[config.mk]
export PLATFORM = sky130hd
export DESIGN_NAME = prng_arbiter
export DESIGN_NICKNAME = d
export VERILOG_FILES = /design/src/rtl/prng_arbiter.sv
export SDC_FILE = /design/constraint.sdc
export NUM_CORES = 1
export LEC_CHECK = 0
export BUFFER_PORTS_ARGS = -buffer_cell sky130_fd_sc_hd__buf_2
export CORE_MARGIN = 5
export CORE_UTILIZATION = 55
export CTS_CLUSTER_DIAMETER = 100
export DETAILED_ROUTE_END_ITERATION = 7
export GPL_TIMING_DRIVEN = 0
export PLACE_DENSITY = 0.74
export SYNTH_ARGS = -nofsm -noshare
export SYNTH_HDL_FRONTEND = slang
export SYNTH_SLANG_ARGS = --single-unit
export TNS_END_PERCENT = 10
[constraint.sdc]
create_clock -name clk -period 5.8 [get_ports clk]
set_input_delay 0.29 -clock clk [delete_from_list [all_inputs] [get_ports clk]]
set_output_delay 0.29 -clock clk [all_outputs]
set_load 0.005 [all_outputs]
[src/rtl/prng_arbiter.sv]
// rtl/prng_arbiter.sv - round-robin arbiter handing out LCG-derived random bytes, with per-frame replay
module prng_arbiter #(
  parameter logic [15:0] MULT     = 16'h5851,
  parameter logic [15:0] INC      = 16'h1405,
  parameter logic [15:0] RST_SEED = 16'h0000
) (
  input  logic        clk,
  input  logic        rst_n,
  input  logic [3:0]  req,
  input  logic        seed_load,
  input  logic [15:0] seed,
  input  logic        frame_start,
  input  logic        replay_en,
  output logic [3:0]  gnt,
  output logic [7:0]  rnd,
  output logic        rnd_valid,
  output logic [1:0]  last_gnt
);

  logic [15:0] s_q, s_d;
  logic [15:0] fs_q, fs_d;
  logic [3:0]  gnt_q, gnt_d;
  logic [7:0]  rnd_q, rnd_d;
  logic        rnd_valid_q, rnd_valid_d;
  logic [1:0]  last_gnt_q, last_gnt_d;

  logic        found;
  logic [1:0]  winner;
  logic [1:0]  cand;
  logic [7:0]  xs;
  logic [2:0]  rot;
  logic [2:0]  src;
  logic [7:0]  perm;

  always_comb begin
    // Round-robin scan starting just past the previous winner.
    found  = 1'b0;
    winner = 2'd0;
    cand   = 2'd0;
    for (int i = 0; i < 4; i++) begin
      cand = last_gnt_q + 2'd1 + 2'(i);
      if (!found && req[cand]) begin
        found  = 1'b1;
        winner = cand;
      end
    end

    // xs is bits [10:3] of (s >> 1) ^ s; top three state bits pick the rotation.
    xs   = s_q[11:4] ^ s_q[10:3];
    rot  = s_q[15:13];
    perm = 8'd0;
    src  = 3'd0;
    for (int j = 0; j < 8; j++) begin
      src     = 3'(j) + rot;
      perm[j] = xs[src];
    end

    s_d         = s_q;
    fs_d        = fs_q;
    gnt_d       = 4'd0;
    rnd_d       = rnd_q;
    rnd_valid_d = 1'b0;
    last_gnt_d  = last_gnt_q;

    if (seed_load) begin
      s_d  = seed;
      fs_d = seed;
    end else if (frame_start && replay_en) begin
      s_d = fs_q;
    end else if (found) begin
      s_d         = s_q * MULT + INC;
      gnt_d       = 4'b0001 << winner;
      rnd_d       = perm;
      rnd_valid_d = 1'b1;
      last_gnt_d  = winner;
    end
  end

  always_ff @(posedge clk) begin
    if (!rst_n) begin
      s_q         <= RST_SEED;
      fs_q        <= RST_SEED;
      gnt_q       <= 4'd0;
      rnd_q       <= 8'd0;
      rnd_valid_q <= 1'b0;
      last_gnt_q  <= 2'd3;
    end else begin
      s_q         <= s_d;
      fs_q        <= fs_d;
      gnt_q       <= gnt_d;
      rnd_q       <= rnd_d;
      rnd_valid_q <= rnd_valid_d;
      last_gnt_q  <= last_gnt_d;
    end
  end

  assign gnt       = gnt_q;
  assign rnd       = rnd_q;
  assign rnd_valid = rnd_valid_q;
  assign last_gnt  = last_gnt_q;

endmodule

---- Yosys cells after proc, flatten, opt, wreduce, memory -nomap -nowiden ----
Index checks and enable logic that the tools add are counted.
word-level totals
  flip-flop bits (word level) ............. 47
  logic and storage cells ................. 84
  input port bits ......................... 25
cells by class
  reductions and logical operators ........ 11
  multiplexer cells ....................... 36
  add/sub/neg operators ................... 12
  shifts and indexed selects .............. 1
  $lt $le $gt $ge ......................... 12
  $mul .................................... 1
  bitwise operators ....................... 5
operators by type and width
  kind                                                 count
  2-to-1 mux 16 bit                                    3
  < comparator 3 x 4 -> 1 bit, second input constant   8
  binary-select mux 1 bit (select 3 bit)               8
  2-to-1 mux 1 bit                                     17
  adder 16 x 13 -> 16 bit, second input constant       1
  multiplier 16 x 15 -> 16 bit, second input constant  1
  adder 3 bit, first input constant                    4
  < comparator 2 x 3 -> 1 bit, second input constant   4
  binary-select mux 1 bit (select 2 bit)               4
  2-to-1 mux 2 bit                                     4
  XOR 8 bit                                            1
  adder 2 x 3 -> 3 bit, first input constant           2
  adder 2 x 1 -> 2 bit, second input constant          2
  adder 2 bit, second input constant                   2
  logical AND 1 bit                                    4
  NOT 1 bit                                            4
  OR reduction 4 bit                                   1
  left shift 1 x 2 -> 4 bit, first input constant      1
  adder 1 x 3 -> 3 bit, first input constant           1
  zero test 1 bit                                      3
  AND reduction 3 bit                                  1
  nonzero test 3 bit                                   1
  OR reduction 3 bit                                   1

---- Longest topological paths before layout ----
  word-level depth ........................ 16
  gate-level depth with buffers ........... 16
  mapped depth without buffers ............ 16

---- Worst setup path before layout ----
OpenSTA, ideal clock, no wires.
  path kind ............................... reg-to-reg
  start ................................... register s_q[13]
  end ..................................... register s_q[15]
  library setup time ...................... 0.117 ns
  path buffers ............................ 1
  data required time ...................... 5.683 ns
  slack ................................... 1.682 ns
  arrival ................................. 4.001 ns
  stages on the path, launching flop included .. 15
  clock period less this slack ............ 4.118 ns
  path through ............................ dfxtp_1 buf_2 inv_1 fa_1 fa_1 inv_1 fa_1 ha_1 ha_1 ha_1 or4_1 a211oi_1 nand2_2 a211oi_1 and4b_1
on the way
  longest elaborated chain between the ends .. 5
RTL lines
  item                          RTL line  source
  start: declaration            20        logic [15:0] s_q, s_d;
  start signal: assignment      81        s_q <= RST_SEED;
  start signal: assignment      88        s_q <= s_d;
  multiplier 16 x 15 -> 16 bit  71        s_d = s_q * MULT + INC;
  adder 16 x 13 -> 16 bit       71
  2-to-1 mux 16 bit             70        end else if (found) begin
  2-to-1 mux 16 bit             68        end else if (frame_start && replay_en) begin
  2-to-1 mux 16 bit             65        if (seed_load) begin
Every way passes these cells. The select of a mux whose other input is x is not followed.
A chain may end at the register's enable or synchronous reset.

---- Worst setup path after layout ----
  start ................................... register s_q[6]
  end ..................................... register s_q[15]
Same word-level chain as after synthesis.

==> results.toml <==
[pwr]
power_leakage_uw = 0.002037
p_per_area_nw_per_um2 = 366.6
max-vdd-ir-drop_mv = 0.1782

[final_layout]
area_growth_pct = 10.39
fill_cells = 666
drive_gt1_frac = 0.1408
antenna_cells = 0
postLayoutCellArea_um2 = 4387
nNetsFinal = 573

[setup_path]
r2r_cells = 13
start_kind = "flip-flop"
critPathArrivalTime_ps = 4960
required_ps = 5990
crit_type = "reg -> reg"
critPathMaxFanout = 6
end_kind = "flip-flop"

[clock_network]
tritoncts.num_buffers = 5
path_clk_slew_ps = 90
clk_latency_ps = 300
cts_hold_buf = 0
cts_tree = "yes"
htreeDepth = 2
post-cts-setup-buffers = 0
clock-sinks = 47
cts.repair.resized = 0
root_buffer = "clkbuf_8"
cts_buffer_depth = 2

[drt]
avgRoutedWirePerCell_um = 16.42
drt_first_pass_iters = 5
num_vias = 3287
drc = 0
wl_um = 9557
ant_nets = 0
drt_iter0_drc = 230
viasPerCell = 5.648

[timing]
fin_crit_ps = 4765
slew_headroom = 0.5373
max_freq_mhz = 209.9
rsz0062_at_grt = "no"
tightest_slew_ps = 694.0
setup_viol = 0
fin_skew_ps = 8.487
fin_setup_tns_ps = 0
report.final.slew_viol_count = 0
fin_crit_sh = 0.8215
finalHoldViolCount = 0

[run]
cap_violations = 0

[grt]
antenna_found_initial = 0
grt-ovfl-total = 0
grt_start_max_net_pins = 16
grt_pass1_wl_um = 15700
grt_pass1_vias = 3390
grt_usage = 0.2240

[synth]
yosysSeqAreaShare = 0.2368
ys.warnings.count = 0
synth_top_area_cell = "dfxtp_1"
synth_nets = 528
synth_top_cell_area_share = 0.2368
synth-edff-count = 0
synth_cell_types = 51
synth-async-reset-ratio = 0
synthFlopType = "dfxtp_1"
syn_inst = 437
avgSynthCellArea_um2 = 9.093
synth.most_common_cell = "ha_1"
syn_area_um2 = 3974
synth_seq_cells = 47
ys_top_cells_by_count = "ha_1, nand2_1, dfxtp_1"
ys_top_cells_by_area = "dfxtp_1, ha_1, fa_1"

[floorplanning]
fp-row-count = 31
ioPinCount = 40
die_h_um = 95
initial_core_util = 0.5568
die_area_um2 = 9025
core-area_um2 = 7137
die_w_um = 95

[placement]
placed_area_um2 = 4288
dp_hpwl_um = 7470
place.gp.congestion = 0.9068
io_buffers = 38

[worst_hold_path]
holdPathStages = 3
hold_path_class = "in -> reg"

[outcome]
outcome = "completed"
[placed cells by master (no fill, tap or decap), types with 2 or more instances in the layout]
cell and instances:
dfxtp_1 47, ha_1 51, xnor3_1 2, nand4_1 2
nor2_1 17, nand2_1 50, buf_1 2, inv_1 37
nand2b_1 12, buf_2 44, nor2b_1 11, a211oi_1 4
nor3_1 9, a21boi_0 18, or3_1 4, nand3_1 5
mux2i_1 20, o21ai_0 15, o21bai_1 2, xor2_1 6
a21boi_1 3, xnor2_1 20, o31ai_1 5, a21o_1 2
or4_1 2, fa_1 15, a311oi_1 4, and2_1 2
mux4_2 8, clkbuf_8 6, o21a_1 5, a21oi_1 21
clkbuf_1 11
[cell type report]
class,count,area (um^2),area share
well taps,99,123.9,0.02824
clock inverters,2,16.27,0.003708
inverters,37,138.9,0.03166
repair buffers,38,190.2,0.04335
multi-input cells,333,2804,0.6392
plain buffers,20,90.09,0.02054
clock buffers,6,82.58,0.01882
flip-flops and latches,47,940.9,0.2145
[sequential cells by signal (all words and copies together) (netlist names)]
signal     count
last_gnt       2
rnd            8
s_q           16
rnd_valid      1
gnt            4
fs_q          16
[kinds of logic (layout without fill, tap and decap cells)]
kind of cell	count (synthesis)	after routing	synth area share
simple gates	121	121	0.1540
xor+xnor	28	28	0.06864
flops	47	47	0.2368
mux	28	28	0.09572
fa+ha+maj	66	66	0.2361
compound gates	90	90	0.1511
buf+inv	57	103	0.05762
[metal layers]
layer	track usage	routed length, um	vias to the layer above	part of all wire
met5	0	0	-	0
met4	0.08293	344	0	0.036
met3	0.03904	476	28	0.050
met2	0.3893	4668	89	0.49
met1	0.2762	4067	1555	0.43
li1	-	-	1615	-
[worst paths after layout]
check,from,to,slack (ps)
setup / recovery,s_q[6],s_q[15],1040
hold / removal,seed[3],fs_q[3],260
setup reg to reg,s_q[6],s_q[15],1040
hold reg to reg,rnd[0],rnd[0],460
[power breakdown]
group | internal [uW] | switching (uW) | leakage (uW)
logic | 484 | 490 | 0.00160
clock network | 97.5 | 117 | 0.0000474
registers | 366 | 53.3 | 0.000388
total | 948 | 661 | 0.00204
[worst max-delay path: stages (launching register included)]
cell	delay, ps
dfxtp_1	610
ha_1	230
inv_1	50
fa_1	480
inv_1	40
ha_1	300
fa_1	520
fa_1	520
ha_1	280
or4_1	580
a211oi_1	310
nand2_2	110
a211oi_1	360
and4b_1	250
[stage by stage]
stage | setup slack (ps) | hold WS [ps] | power, uW | std cells | utilization
after floorplan | 1682 | 409.1 | 1176 | 437 | -
after global placement | 1294 | 437.0 | 1364 | 574 | 0.6008
after detailed placement | 1212 | 442.4 | 1405 | 574 | 0.6008
after CTS | 1113 | 261.8 | 1624 | 582 | 0.6147
after global routing | 943.7 | 280.8 | 1753 | 582 | 0.6147
final | 1035 | 263.4 | 1608 | 582 | 0.6147
(Power assumes the default switching activity.)
